$ cat config.mk
export PLATFORM = sky130hd
export DESIGN_NAME = alarm_mode_controller
export DESIGN_NICKNAME = d
export VERILOG_FILES = /design/src/rtl/ceas_pkg.sv /design/src/rtl/bcd_field_inc.sv /design/src/rtl/alarm_mode_controller.sv
export SDC_FILE = /design/constraint.sdc
export NUM_CORES = 1
export LEC_CHECK = 0
export ABC_AREA = 1
export CAP_MARGIN = 15
export CELL_PAD_IN_SITES_DETAIL_PLACEMENT = 1
export CELL_PAD_IN_SITES_GLOBAL_PLACEMENT = 1
export CORE_MARGIN = 2
export CORE_UTILIZATION = 39
export DETAILED_ROUTE_END_ITERATION = 12
export PLACE_DENSITY = 0.83
export SLEW_MARGIN = 20
export SYNTH_ARGS = -nofsm -noshare
export SYNTH_HDL_FRONTEND = slang
export SYNTH_HIERARCHICAL = 1
export SYNTH_SLANG_ARGS = --single-unit
$ cat constraint.sdc
create_clock -name clock -period 2.2 [get_ports clock]
set_input_delay 0.66 -clock clock [delete_from_list [all_inputs] [get_ports clock]]
set_output_delay 0.66 -clock clock [all_outputs]
set_load 0.05 [all_outputs]
$ cat src/rtl/ceas_pkg.sv
// Shared definitions for the clock's mode/alarm control path.
// Build option: SNOOZE_EN adds the SNOOZE state and widens the ring/snooze counter.
package ceas_pkg;

`ifdef SNOOZE_EN
    typedef enum logic [2:0] {
        ST_RUN,
        ST_SET_MIN,
        ST_SET_HOUR,
        ST_AL_MIN,
        ST_AL_HOUR,
        ST_RING,
        ST_SNOOZE
    } state_t;

    // Must hold SNOOZE_MIN*60 - 1 for the longest snooze (899).
    localparam int unsigned CNT_W = 10;
`else
    typedef enum logic [2:0] {
        ST_RUN,
        ST_SET_MIN,
        ST_SET_HOUR,
        ST_AL_MIN,
        ST_AL_HOUR,
        ST_RING
    } state_t;

    localparam int unsigned CNT_W = 8;
`endif

    // Largest legal BCD value of each time field.
    localparam logic [7:0]  MIN_MAX           = 8'h59;
    localparam logic [7:0]  HOUR_MAX          = 8'h23;

    // Alarm setpoint loaded at reset, BCD {H1,H0,M1,M0}.
    localparam logic [15:0] ALARM_RST_DEFAULT = 16'h0700;

endpackage

$ cat src/rtl/bcd_field_inc.sv
// Two-digit BCD increment that wraps to 00 after MAX_VAL.
// Build option SNOOZE_EN has no effect on this block.
module bcd_field_inc
    import ceas_pkg::*;
#(
    parameter logic [7:0] MAX_VAL = MIN_MAX
) (
    input  logic [7:0] value,
    output logic [7:0] value_inc
);

    // At or beyond the limit wraps to 00, so a stray value never yields invalid BCD.
    always_comb begin
        value_inc = '0;
        if (value >= MAX_VAL) begin
            value_inc = '0;
        end else if (value[3:0] >= 4'd9) begin
            value_inc = {value[7:4] + 4'd1, 4'd0};
        end else begin
            value_inc = {value[7:4], value[3:0] + 4'd1};
        end
    end

endmodule

$ cat src/rtl/alarm_mode_controller.sv
// Mode/alarm sequencer: drives the time counter's set/run controls, holds the
// alarm setpoint and raises alarm_bit while ringing.
// Build option: define SNOOZE_EN to enable the SNOOZE state (btn_inc while ringing).
module alarm_mode_controller
    import ceas_pkg::*;
#(
    parameter int unsigned RING_SECS  = 60,
    parameter int unsigned SNOOZE_MIN = 5,
    parameter logic [15:0] ALARM_RST  = ALARM_RST_DEFAULT
) (
    input  logic        clock,
    input  logic        reset,
    input  logic        tick_1hz,
    input  logic        btn_set,
    input  logic        btn_inc,
    input  logic        btn_start,
    input  logic [15:0] time_bcd,
    output logic        set_minute,
    output logic        set_ore,
    output logic        inc_out,
    output logic        run_en,
    output logic [15:0] alarm_bcd,
    output logic        alarm_armed,
    output logic        alarm_bit
);

    if (RING_SECS < 1 || RING_SECS > 255 || SNOOZE_MIN < 1 || SNOOZE_MIN > 15) begin : g_param_check
        $error("alarm_mode_controller: RING_SECS or SNOOZE_MIN out of range");
    end

    localparam logic [CNT_W-1:0] RING_LAST = CNT_W'(RING_SECS - 1);
`ifdef SNOOZE_EN
    localparam logic [CNT_W-1:0] SNOOZE_LAST = CNT_W'(SNOOZE_MIN * 60 - 1);
`endif

    state_t             state, state_n;
    logic [CNT_W-1:0]   cnt, cnt_n;
    logic               match_prev;
    logic               match_now, match_edge;
    logic               armed_n, inc_out_n;
    logic [15:0]        alarm_n;
    logic [7:0]         min_inc, hour_inc;
    logic               set_p, start_p, inc_p;

    bcd_field_inc #(.MAX_VAL(MIN_MAX)) u_min_inc (
        .value     (alarm_bcd[7:0]),
        .value_inc (min_inc)
    );

    bcd_field_inc #(.MAX_VAL(HOUR_MAX)) u_hour_inc (
        .value     (alarm_bcd[15:8]),
        .value_inc (hour_inc)
    );

    // One button acts per cycle: set > start > inc.
    assign set_p   = btn_set;
    assign start_p = btn_start & ~btn_set;
    assign inc_p   = btn_inc & ~btn_set & ~btn_start;

    // Ring only on the first cycle of agreement, so a held minute cannot retrigger.
    assign match_now  = (time_bcd == alarm_bcd);
    assign match_edge = match_now & ~match_prev;

    // Next-state, counter and alarm-register logic.
    // In RUN a button pulse takes the cycle, so a match edge coinciding with one is dropped.
    always_comb begin
        state_n   = state;
        cnt_n     = cnt;
        armed_n   = alarm_armed;
        alarm_n   = alarm_bcd;
        inc_out_n = 1'b0;
        case (state)
            ST_RUN: begin
                if (set_p) begin
                    state_n = ST_SET_MIN;
                end else if (start_p) begin
                    armed_n = ~alarm_armed;
                end else if (alarm_armed && match_edge) begin
                    state_n = ST_RING;
                    cnt_n   = '0;
                end
            end
            ST_SET_MIN: begin
                if (set_p) begin
                    state_n = ST_SET_HOUR;
                end else if (inc_p) begin
                    inc_out_n = 1'b1;
                end
            end
            ST_SET_HOUR: begin
                if (set_p) begin
                    state_n = ST_AL_MIN;
                end else if (inc_p) begin
                    inc_out_n = 1'b1;
                end
            end
            ST_AL_MIN: begin
                if (set_p) begin
                    state_n = ST_AL_HOUR;
                end else if (start_p) begin
                    armed_n = ~alarm_armed;
                end else if (inc_p) begin
                    alarm_n[7:0] = min_inc;
                end
            end
            ST_AL_HOUR: begin
                if (set_p) begin
                    state_n = ST_RUN;
                end else if (start_p) begin
                    armed_n = ~alarm_armed;
                end else if (inc_p) begin
                    alarm_n[15:8] = hour_inc;
                end
            end
            ST_RING: begin
                if (set_p || start_p) begin
                    state_n = ST_RUN;
                    cnt_n   = '0;
`ifdef SNOOZE_EN
                end else if (inc_p) begin
                    state_n = ST_SNOOZE;
                    cnt_n   = '0;
`endif
                end else if (tick_1hz) begin
                    if (cnt == RING_LAST) begin
                        state_n = ST_RUN;
                        cnt_n   = '0;
                    end else begin
                        cnt_n = cnt + CNT_W'(1);
                    end
                end
            end
`ifdef SNOOZE_EN
            ST_SNOOZE: begin
                if (set_p || start_p) begin
                    state_n = ST_RUN;
                    cnt_n   = '0;
                end else if (tick_1hz) begin
                    if (cnt == SNOOZE_LAST) begin
                        state_n = ST_RING;
                        cnt_n   = '0;
                    end else begin
                        cnt_n = cnt + CNT_W'(1);
                    end
                end
            end
`endif
            default: begin
                state_n = ST_RUN;
                cnt_n   = '0;
            end
        endcase
    end

    // State, counter and registered outputs, decoded from the next state.
    always_ff @(posedge clock) begin
        if (!reset) begin
            state       <= ST_RUN;
            cnt         <= '0;
            match_prev  <= 1'b0;
            alarm_bcd   <= ALARM_RST;
            alarm_armed <= 1'b0;
            set_minute  <= 1'b0;
            set_ore     <= 1'b0;
            inc_out     <= 1'b0;
            run_en      <= 1'b1;
            alarm_bit   <= 1'b0;
        end else begin
            state       <= state_n;
            cnt         <= cnt_n;
            match_prev  <= match_now;
            alarm_bcd   <= alarm_n;
            alarm_armed <= armed_n;
            set_minute  <= (state_n == ST_SET_MIN);
            set_ore     <= (state_n == ST_SET_HOUR);
            inc_out     <= inc_out_n;
            run_en      <= (state_n != ST_SET_MIN) && (state_n != ST_SET_HOUR);
            alarm_bit   <= (state_n == ST_RING);
        end
    end

endmodule

==> summary.txt, run 1 <==
Worst path top cell family by delay -> buffers and inverters
Grt ovf -> 0
Critical Path RT -> 1540 ps
Cell Area, Synth -> 2390 um^2
Area of the multi-input gates -> 1450 um^2
Min-delay worst type -> flop to flop
Total track usage -> 20.0%
First-pass DRT Iterations -> 4
Diode count -> 0
Die ar. -> 6780 um^2
Worst setup path startpoint -> alarm_bcd[7]
P_leak -> 0.00145 uW
Crit start category -> flop
TritonCTS sink count -> 34
Ys Warns -> 6
Area delta synth->final -> 26.7%
WHS Endpoint -> cnt[6]
Worst reg-to-reg setup slack -> 370 ps
Max Cap Viol -> 0
Worst Hold Depth -> 2
Hold_sp -> cnt[6]
Routed Antenna Nets -> 0
Arr. time, crit path -> 1490 ps
Seq. cell area -> 681 um^2
Initial antenna violation count -> 0
Type of the worst setup path -> flop to primary output
Run status -> finished, final reports clean
Later-pin clock latency in the skew report -> 280 ps
I/O pin total -> 44
Vias per inst -> 4.86
Initial Util -> 40.4%
Asr flop ratio synth -> 0%
Core Box Area -> 5920 um^2
Placed cells -> 498
Site Rows -> 28
Synth cell types -> 36
Worst r2r dst -> run_en
Synthesized instance count -> 374
Port Buffers -> 43
Count leader, synth -> nand2_1
Via count -> 2460
Post-DP HPWL -> 4890 um
Worst-path maximum fanout -> 4
Fill cell total of the finished layout -> 816
DR DRC count -> 0
Nets -> 463
Detailed Route WL -> 6320 um
#FFs+latches synth -> 34
Total CTS buffers -> 5
Synth area leaders -> dfxtp_1 28%, nand2_1 13%, nor2_1 9.7%, inv_1 8.6%, ha_1 5.8%
CTS tree -> built
Commonest cells post-synth -> 83 x nand2_1, 62 x nor2_1, 55 x inv_1, 34 x dfxtp_1, 21 x nand3_1
Post-DR wirelength/cell -> 12.5 um
Post-synth EDFFs -> 0
Hold Fails Final Rpt -> 0
Max-slew violations -> 0
WHS -> 485 ps
Post-route minimum period -> 2150 ps
Final TNS setup -> 0 ps
Largest net degree at the start of global routing -> 16
Maximum VDD drop -> 0.000369 V
Vias in the first global route -> 2386
First-iteration detailed-routing DRC count -> 60
Root Driver -> clkbuf_8
Final setup viols -> 0
Average instance area after synthesis -> 6.40 um^2
Crit path buf inv count -> 1
Post-synthesis sequential area ratio -> 28.4%
Worst-path clk slew -> 70 ps
Clk buf depth -> 2
Yosys top cell area share -> 28.4%
Die height -> 82.3 um
Placer Congestion -> 0.854
Top_reg_cell synth -> dfxtp_1
Power Density -> 459 nW/um^2
Number of setup buffers added after CTS -> 0
Layout Cells excl Fill -> 506
Worst R2R Path Depth -> 11
Top cell type by total area after synthesis -> dfxtp_1
CP Cell Sequence -> clkdlybuf4s50_1
Max incr delay on CP -> 820 ps
Period utilisation layout -> 97.8%
Worst Setup End Kind -> primary output
Die X -> 82.3 um
CP max-delay cell -> clkdlybuf4s50_1
Layout cells sized above 1 -> 17.4%
First-pass GRT wire length -> 10600 um
Max Fclk -> 465 MHz
Crit Reg-Reg Startpoint -> cnt[0]
Skew final -> 3.90 ps
H-tree depth -> 2
## sequential cells by signal, indices dropped and copies added, names as in the netlist
| signal | flops |
|---|---|
| cnt | 8 |
| alarm_bit | 1 |
| state | 3 |
| alarm_bcd | 16 |
| set_ore | 1 |
| set_minute | 1 |
| run_en | 1 |
| inc_out | 1 |
| match_prev | 1 |
| alarm_armed | 1 |
## per-stage QoR
stage / util, % / power, uW / setup slack (ps) / cell area (um^2)
finish: 51.2 / 1390 / 49.5 / 3030
global route: 51.2 / 1460 / -17.1 / 3030
CTS: 50.9 / 1400 / 9.14 / 3010
detailed placement: 49.3 / 920 / -283 / 2920
global placement: 49.3 / 913 / -210 / 2920
floorplan: - / 821 / 371 / 2400
## cells by family after synthesis
family	share of synthesized area (%)
other	0.314
XOR/XNOR	1.83
flip-flops	28.4
adder cells (fa/ha/maj)	5.75
buffers and inverters	11.8
AND/OR/NAND/NOR	41.3
AO/OA/AOI/OAI	10.6
## cells in the final DEF (no fill, tap or decap), types with 6 or more instances in the layout
cell type and instances:
inv_1 55, nand2_2 9, ha_1 11, clkdlybuf4s50_1 27
buf_4 27, a21oi_1 17, clkbuf_8 6, o21ai_0 15
nor2_2 10, nor2_1 61, dfxtp_1 34, nand3_1 21
nand2_1 81
## metal layers
metal | GRT usage, % | up-vias | wire length, um | part of all wire [%]
met5 | 0 | - | 0 | 0
li1 | - | 1269 | - | -
met1 | 25.4 | 1152 | 3100 | 49
met4 | 5.83 | 0 | 54 | 0.85
met2 | 34.3 | 32 | 2980 | 47
met3 | 3.80 | 7 | 186 | 2.9
## worst max-delay path by stage
| stage | end | cells past startpoint |
|---|---|---|
| 2_1_floorplan | run_en | 13 |
| 3_3_place_gp | run_en | 14 |
| 3_5_place_dp | run_en | 14 |
| 4_1_cts | run_en | 14 |
| 5_1_grt | run_en | 14 |
| 6_report | alarm_bcd[7] | 1 |
## final cells by class
| cell class | instances | area share [%] |
|---|---|---|
| clock inverters | 1 | 0.165 |
| flip-flops and latches | 34 | 22.4 |
| repair buffers | 55 | 16.0 |
| inverters | 61 | 7.55 |
| clock buffers | 7 | 2.85 |
| multi-input cells | 273 | 47.9 |
| well taps | 75 | 3.09 |
## where the power goes
part,internal [uW],switching (uW),leakage (uW)
clock network,253,228,0.0000482
logic,106,159,0.00113
registers,633,13.5,0.000275
## timing repair
| action | 4_1_cts | 5_1_grt |
|---|---|---|
| endpoints found under the setup margin | 0 | 13 |
| resized for setup | 0 | 6 |
| hold buffers | 0 | 0 |
| hold endpoints to repair | 0 | 0 |
Note: power is estimated with default switching activity, not from simulation.
==> run 2: changes to the inputs <==
--- a/config.mk
+++ b/config.mk
@@ -9,7 +9,6 @@
 export CAP_MARGIN = 15
 export CELL_PAD_IN_SITES_DETAIL_PLACEMENT = 1
 export CELL_PAD_IN_SITES_GLOBAL_PLACEMENT = 1
-export CORE_MARGIN = 2
 export CORE_UTILIZATION = 39
 export DETAILED_ROUTE_END_ITERATION = 12
 export PLACE_DENSITY = 0.83
==> run 2 against run 1 <==
  * Critical path depth is the same
  * Maximum frequency grew 1.2%
  * First-iteration DRC count grew 8.3%
  * Critical path type unchanged
  * Largest power group unchanged
  * Highest routed layer unchanged
==> summary.txt, run 2 (synthesized netlist as in run 1, its figures left out) <==
Run status -> finished, final reports clean
Min-delay worst type -> flop to flop
Worst-path clk slew -> 80 ps (about the same)
Site Rows -> 28 (unchanged)
CP max-delay cell -> clkdlybuf4s50_1
Area of the multi-input gates -> 1450 um^2 (-0.17%)
Fill cell total of the finished layout -> 816 (unchanged)
Detailed Route WL -> 6630 um (+4.9%)
Pre-CTS setup slack -> -242 ps (+41.3 ps)
First-pass GRT wire length -> 10800 um (+2.1%)
Post-route minimum period -> 2130 ps (-25.1 ps)
P_leak -> 0.00146 uW (+1.0%)
Core Box Area -> 5920 um^2 (unchanged)
Layout Cells excl Fill -> 507 (+0.20%)
Total track usage -> 21.4% (+1.4 points)
First-pass DRT Iterations -> 4 (unchanged)
Placer Congestion -> 0.804 (-5.8%)
Slew of the pin with the lowest slew margin -> 504 ps
Final worst-path setup slack -> 74.6 ps (+25.1 ps)
Die ar. -> 6450 um^2 (-4.8%)
Largest net degree at the start of global routing -> 17 (+1)
Largest Register -> alarm_bcd
Crit start category -> flop
Initial antenna violation count -> 0 (unchanged)
Max Fclk -> 470 MHz (+1.2%)
Root Driver -> clkbuf_8
Layout cells sized above 1 -> 17.6% (+0.19 points)
CTS tree -> built
Final setup viols -> 0 (unchanged)
Total power -> 1410 uW (+1.1%)
CP Cell Sequence -> clkdlybuf4s50_1
RSZ-0062 raised after global routing -> true
Grt ovf -> 0 (unchanged)
Post-DR wirelength/cell -> 13.1 um (+4.7%)
Skew final -> 2.99 ps (-0.904 ps)
Via count -> 2516 (+2.3%)
Critical Path RT -> 1540 ps (about the same)
Total CTS buffers -> 5 (unchanged)
Routed Antenna Nets -> 0 (unchanged)
Max incr delay on CP -> 820 ps (about the same)
Seq. cell area -> 681 um^2 (unchanged)
Worst Setup End Kind -> primary output
DR DRC count -> 0 (unchanged)
TritonCTS sink count -> 34 (unchanged)
Max-slew violations -> 0 (unchanged)
Worst-path maximum fanout -> 2 (-2)
Nets -> 464 (+0.22%)
Die height -> 80.3 um (-2.4%)
Top Registers -> alarm_bcd (16), cnt (8), state (3)
H-tree depth -> 2 (unchanged)
Number of setup buffers added after CTS -> 0 (unchanged)
Placed cells -> 499 (+0.20%)
Later-pin clock latency in the skew report -> 290 ps (about the same)
Post-DP HPWL -> 5150 um (+5.2%)
Max Cap Viol -> 0 (unchanged)
Maximum VDD drop -> 0.000325 V (-12%)
Worst path top cell family by delay -> buffers and inverters
Number of flip-flops in the largest register -> 16 (unchanged)
I/O pin total -> 44 (unchanged)
First-iteration detailed-routing DRC count -> 65 (+8.3%)
Type of the worst setup path -> flop to primary output
Arr. time, crit path -> 1470 ps (-20 ps)
Diode count -> 0 (unchanged)
Die X -> 80.3 um (-2.4%)
Area delta synth->final -> 27.1%
Port Buffers -> 43 (unchanged)
Vias per inst -> 4.96 (+2.1%)
Worst rel slew slack -> 66.3%
Vias in the first global route -> 2454 (+2.8%)
WHS -> 480 ps (-4.36 ps)
Clk buf depth -> 2 (unchanged)
Hold Fails Final Rpt -> 0 (unchanged)
Initial Util -> 40.4% (unchanged)
Most frequent cells in the layout -> 83 x nand2_1, 60 x nor2_1, 55 x inv_1
Period utilisation layout -> 96.6% (-1.1 points)
Commonest non-fill, non-tap cell in the layout -> nand2_1
Final TNS setup -> 0 ps (unchanged)
Power Density -> 462 nW/um^2 (+0.79%)
Crit path buf inv count -> 1 (unchanged)
-- run 2: worst paths after layout --
kind,endpoint,start,depth (start not counted),slack (ps)
worst min register to register,cnt[6],cnt[6],2,480
worst max-delay path,alarm_armed,alarm_armed,1,70
worst min-delay path,cnt[6],cnt[6],2,480
worst max register to register,run_en,cnt[0],11,380
-- run 2: cell type report --
type,instances,share of cell area (%)
well taps,75,3.09
clock inverters,2,0.411
clock buffers,6,2.71
multi-input cells,273,47.7
inverters,61,7.53
repair buffers,56,16.2
flip-flops and latches,34,22.4
-- run 2: timing repair --
item                                    CTS  global route
endpoints found under the setup margin    0            14
resized for setup                         0             5
hold buffers                              0             0
hold endpoints to repair                  0             0
-- run 2: layer usage --
layer	GRT usage [%]	vias to the layer above	wire length (um)
li1	-	1271	-
met2	40.5	31	3420
met3	2.39	6	137
met5	0	-	0
met1	25.2	1208	3000
met4	5.36	0	63
-- run 2: power breakdown --
part,internal [uW],switching [uW],total (uW)
registers,632,12.5,645
logic,105,157,262
clock network,252,248,500
total,989,417,1410
-- run 2: metrics by stage --
step,utilization [%],instance area [um^2]
global placement,49.5,2930
floorplan,-,2400
detailed placement,49.5,2930
CTS,51.1,3020
global route,51.4,3040
finish,51.4,3040
==> variant 1 (settings of run 1) <==
Register the inputs `btn_set`, `btn_inc`, `btn_start` and `time_bcd` before use, with the module's reset. The logic sees them one clock later. The other inputs are not delayed to match.
--- a/src/rtl/alarm_mode_controller.sv
+++ b/src/rtl/alarm_mode_controller.sv
@@ -24,6 +24,25 @@
     output logic        alarm_bit
 );
 
+    logic btn_set_q;
+    logic btn_inc_q;
+    logic btn_start_q;
+    logic [15:0] time_bcd_q;
+
+    always_ff @(posedge clock) begin
+        if (!reset) begin
+            btn_set_q   <= '0;
+            btn_inc_q   <= '0;
+            btn_start_q <= '0;
+            time_bcd_q  <= '0;
+        end else begin
+            btn_set_q   <= btn_set;
+            btn_inc_q   <= btn_inc;
+            btn_start_q <= btn_start;
+            time_bcd_q  <= time_bcd;
+        end
+    end
+
     if (RING_SECS < 1 || RING_SECS > 255 || SNOOZE_MIN < 1 || SNOOZE_MIN > 15) begin : g_param_check
         $error("alarm_mode_controller: RING_SECS or SNOOZE_MIN out of range");
     end
@@ -53,12 +72,12 @@
     );
 
     // One button acts per cycle: set > start > inc.
-    assign set_p   = btn_set;
-    assign start_p = btn_start & ~btn_set;
-    assign inc_p   = btn_inc & ~btn_set & ~btn_start;
+    assign set_p   = btn_set_q;
+    assign start_p = btn_start_q & ~btn_set_q;
+    assign inc_p   = btn_inc_q & ~btn_set_q & ~btn_start_q;
 
     // Ring only on the first cycle of agreement, so a held minute cannot retrigger.
-    assign match_now  = (time_bcd == alarm_bcd);
+    assign match_now  = (time_bcd_q == alarm_bcd);
     assign match_edge = match_now & ~match_prev;
 
     // Next-state, counter and alarm-register logic.
Behaviour: not the same (Yosys sat finds a counterexample within 4 cycles, from zero or initial values and one cycle with reset low).
==> variant 1 against run 1 <==
Critical path depth unchanged; cell area rose by 14%; largest power group unchanged; sequential cell count up 19; wire length up 11%; setup slack gained 0.035 ns; area after synthesis grew 20%; power grew 32%.
==> variant 1: results (changes against run 1) <==
Routing
  – Detailed Route Iter0 Violations: 78 (+30%)
  – DR pass1 iterations: 4 (unchanged)
  – Vias: 2690 (+9.3%)
  – WL/cell: 12.0 µm (-3.6%)

GRT
  – GR Util All Layers: 0.179 (-0.0210)
  – Vias in the first global route: 2783 (+17%)
  – Met2 global-route usage: 0.338 (-0.00436)
  – First-pass GRT wire length: 12200 µm (+16%)
  – Met1 GRT Util: 0.218 (-0.0363)
  – Largest net degree at the start of global routing: 36 (+20)
  – Met3 Resource Use GR: 0.0260 (-0.0121)

Timing
  – Layout Skew: 0.00932 ns (+0.00542 ns)
  – Max Freq: 473 MHz (+1.7%)
  – Slew @ Worst Pin: 0.512 ns
  – Slew Limit Fails: 0 (unchanged)

Synth
  – Synth Area in Adders: 0.0479 (-0.00957)
  – Mapped Cells: 438 (+17%)
  – Synth Flop Type: dfxtp_1
  – Complex-gate fraction of the synthesized area: 0.0885 (-0.0177)
  – Part of the Yosys area used for sequential elements: 0.369 (+0.0851)
  – Async set-reset flop share out of synthesis: 0 (unchanged)
  – Synth cell types: 30 (-17%)
  – Synth area leaders: dfxtp_1, nand2_1, inv_1, nor2_1, nand3_1
  – XOR/XNOR Fraction of Synth Area: 0.0183 (about the same)
  – Commonest cells in the netlist: nand2_1, inv_1, nor2_1, dfxtp_1, nand3_1

Placed design
  – RePlAce Congestion: 0.831 (-2.7%)
  – Post-DP HPWL: 5440 µm (+11%)
  – Area after DPL: 3360 µm² (+15%)

Final layout
  – Number of antenna diodes: 0 (unchanged)
  – Layout cells sized above 1: 0.116 (-0.0578)
  – NumNets Final: 514 (+11%)
  – Largest regs: alarm_bcd x16, time_bcd_q x16, cnt x8

Clock tree
  – Clock latency on the worst-skew pair: 0.31 ns (+0.03 ns)
  – Clk buf depth: 2 (unchanged)
  – Postcts setup bufs: 0 (unchanged)
  – Clk slew on worst S/H paths: 0.10 ns (+0.03 ns)

Power and ir drop
  – Maximum vdd drop: 333 µV (-9.8%)
  – Pint: 1.32 mW (+33%)
  – Leak Pwr: 1.74 nW (+20%)

Setup path
  – Crit-path max FO: 1 (-3)
  – Critical Path AT: 1.46 ns (-0.03 ns)
  – CP Launch Point: set_ore
  – Reg2reg start: alarm_bcd[3]
  – R2R cell count: 11 (unchanged)

Worst hold path
  – Min-delay src: cnt[3]
  – Worst Hold Class: flip-flop to flip-flop

Status
  – Status: finished clean
variant 1: cell types whose count changed in the layout (fill, tap and decap cells not counted), sizes merged, moves of 2 or more:
cell      delta
buf          -8
clkbuf       -2
clkinvlp     +3
dfxtp       +19
inv         +20
nand2       +19
nand3        +8
nand4        -4
nor3         +3
nor4         -3
o21ai        +3
variant 1: final timing paths:
check,end,slack [ns]
setup reg to reg,cnt[2],0.25
hold / removal,cnt[3],0.49
hold reg to reg,cnt[3],0.49
setup / recovery,set_ore,0.08
variant 1: cells by family (layout without fill, tap and decap cells):
logic type / Yosys count / count (layout)
xor+xnor: 6 / 6
simple gates: 228 / 228
compound gates: 46 / 46
flops: 53 / 53
other cells: 2 / 3
buf+inv: 92 / 135
fa+ha+maj: 11 / 11
variant 1: power groups by stage:
stage	logic (mW)	registers, mW	clock network (mW)
floorplan	0.134	1.07	0
global placement	0.248	1.04	0
detailed placement	0.257	1.04	0
CTS	0.259	1.02	0.582
global route	0.289	1.03	0.611
finish	0.255	1.02	0.558
variant 1: area by class of cell:
| type | count | area [µm²] |
|---|---|---|
| clock buffer | 5 | 68.8 |
| tap | 99 | 124 |
| timing repair buffer | 46 | 425 |
| clock inverter | 3 | 22.5 |
| fill | 965 | 3720 |
| multi-input combinational | 294 | 1440 |
| inverter | 81 | 304 |
| sequential | 53 | 1070 |
variant 1: tightest hold or removal path, cell delays in order (launching register included):
cell	delay, ns
dfxtp_1	0.34
nand2_1	0.06
a21oi_1	0.05
variant 1: per-layer routing:
| metal | up-vias | routed length, µm |
|---|---|---|
| met5 | - | 0 |
| met4 | 0 | 57 |
| met3 | 8 | 157 |
| met2 | 30 | 3570 |
| met1 | 1253 | 3220 |
| li1 | 1399 | - |
variant 1: stage by stage:
stage / util / setup slack (ns) / cells
after CTS: 0.480 / 0.0724 / 581
after detailed placement: 0.468 / 0.145 / 573
after global routing: 0.481 / 0.0159 / 581
after global placement: 0.468 / 0.279 / 573
after floorplan: - / 0.326 / 439
final: 0.481 / 0.0845 / 581
==> variant 2 (config.mk and constraints of run 1) <==
Made on the original files. The option `SNOOZE_EN` is turned on by a define.
--- a/src/rtl/ceas_pkg.sv
+++ b/src/rtl/ceas_pkg.sv
@@ -1,5 +1,7 @@
 // Shared definitions for the clock's mode/alarm control path.
 // Build option: SNOOZE_EN adds the SNOOZE state and widens the ring/snooze counter.
+`define SNOOZE_EN
+
 package ceas_pkg;
 
 `ifdef SNOOZE_EN
Check against the original RTL: not equivalent (Yosys sat finds a counterexample within 4 cycles, from zero or initial values and one cycle with reset low).
==> variant 2 against run 1 <==
Worst hold slack better by 0.038 ns; clock power down 6.0%; setup slack better by 0.057 ns; power up 0.85%; via count up 19%; first-iteration DRC count up 42%; cell area up 13%; global-route usage up 0.95 points; register-to-register slack worse by 0.05 ns; wire length up 23%; sequential cell count up 2; critical path depth up 9; area after synthesis up 12%.
==> variant 2: results (changes against run 1) <==
Synth
  – Synth area leaders: dfxtp_1, nand2_1, nor2_1, inv_1, ha_1
  – Synth cell types: 36 (unchanged)
  – Part of the Yosys area used for sequential elements: 0.268 (-0.0161)
  – Async set-reset flop share out of synthesis: 0 (unchanged)
  – XOR/XNOR Fraction of Synth Area: 0.0163 (-0.00199)
  – Multiplexer share of the synthesized area: 0 (unchanged)
  – Synth Flop Type: dfxtp_1
  – Complex-gate fraction of the synthesized area: 0.119 (+0.0127)
  – Synth Area in Adders: 0.0512 (-0.00627)
  – Commonest cells in the netlist: nand2_1, nor2_1, inv_1, dfxtp_1, a21oi_1
  – Synth Warn #: 6 (unchanged)

Final layout
  – Layout cells sized above 1: 0.187 (+0.0125)
  – NumNets Final: 537 (+16%)
  – Largest regs: alarm_bcd x16, cnt x10, state x3
  – Fill cells: 935 (+15%)

GRT
  – GR Util All Layers: 0.210 (+0.00949)
  – Met2 global-route usage: 0.380 (+0.0375)
  – Vias in the first global route: 2910 (+22%)
  – Met3 Resource Use GR: 0.0180 (-0.0200)
  – First-pass GRT wire length: 12900 µm (+22%)
  – Largest net degree at the start of global routing: 17 (+1)
  – Met1 GRT Util: 0.262 (+0.00725)
  – Initial antenna violation count: 0 (unchanged)

Power and ir drop
  – Maximum vdd drop: 209 µV (-43%)
  – Leak Pwr: 1.69 nW (+17%)

Clock tree
  – Clock latency on the worst-skew pair: 0.29 ns
  – Clk slew on worst S/H paths: 0.07 ns (about the same)
  – Root buf cell: clkbuf_8
  – Clk buf depth: 2 (unchanged)
  – CTS buffer count: 5 (unchanged)

Setup path
  – Crit-path max FO: 12 (+8)
  – CP Launch Point: btn_set
  – Critical Path AT: 2.31 ns (+0.82 ns)
  – Reg2reg start: cnt[1]

Timing
  – Slew @ Worst Pin: 0.517 ns
  – Layout Skew: 0.00396 ns (+0.0000669 ns)

Placed design
  – Buffers on Ports: 43 (unchanged)
  – RePlAce Congestion: 0.844 (-1.2%)
  – Post-DP HPWL: 6260 µm (+28%)

Worst hold path
  – Min-delay src: cnt[1]
  – Worst Hold Class: flip-flop to flip-flop

Status
  – Status: finished clean

Routing
  – Detailed Route Iter0 Violations: 85 (+42%)
  – DR pass1 iterations: 4 (unchanged)
  – Via-per-instance ratio: 5.00 (+2.9%)
  – WL/cell: 13.3 µm (+6.4%)
-- variant 2: metrics by stage --
stage	setup TNS (ns)	cells	hold WS (ns)	cell area (µm²)	setup slack, ns
detailed placement	-4.51	576	0.521	3280	-0.327
global placement	-2.92	576	0.512	3280	-0.207
CTS	0	583	0.532	3360	0.00524
floorplan	0	441	0.465	2690	0.245
finish	0	584	0.523	3420	0.107
global route	-0.00494	584	0.566	3420	-0.00494
-- variant 2: power breakdown --
part / switching, mW / total, mW / leakage [nW] / internal [mW]
sequential: 0.0113 / 0.678 / 0.291 / 0.667
clock: 0.237 / 0.452 / 0.0410 / 0.215
combinational: 0.159 / 0.273 / 1.36 / 0.114
total: 0.407 / 1.40 / 1.69 / 0.996
-- variant 2: layout make-up --
cell class / instances / share of cell area
sequential: 36 / 0.211
inverter: 73 / 0.0808
tap: 80 / 0.0293
clock inverter: 1 / 0.00146
clock buffer: 6 / 0.0212
multi-input combinational: 324 / 0.497
timing repair buffer: 64 / 0.160
-- variant 2: metal layers --
metal,vias up,part of all wire,wire length (µm)
met5,-,0,0
met1,1383,0.44,3420
met4,0,0.014,108
li1,1485,-,-
met2,44,0.52,4050
met3,10,0.024,183
-- variant 2: what timing repair did --
action,CTS,global route
setup buffers,0,1
resized for setup,2,17
endpoints found under the setup margin,5,16
pin swaps,0,7
-- variant 2: kinds of logic after synthesis --
logic type | after synthesis
AO/OA/AOI/OAI | 58
XOR/XNOR | 5
adder cells (fa/ha/maj) | 11
buffers and inverters | 81
flip-flops | 36
other | 2
AND/OR/NAND/NOR | 247
-- variant 2: worst paths after layout --
kind / to / slack (ns) / depth (start not counted)
max: cnt[0] / 0.11 / 10
min: cnt[1] / 0.52 / 2
max reg2reg: alarm_bit / 0.32 / 11
min reg2reg: cnt[1] / 0.52 / 2
-- variant 2: critical path, stage by stage --
cell and delay, ns:
clkdlybuf4s50_1 0.56, inv_2 0.10, nand2_2 0.10, nor3b_4 0.27
nand4_4 0.16, nand2_4 0.10, nand2_4 0.11, inv_4 0.10
nor2_1 0.04, nor2_1 0.11
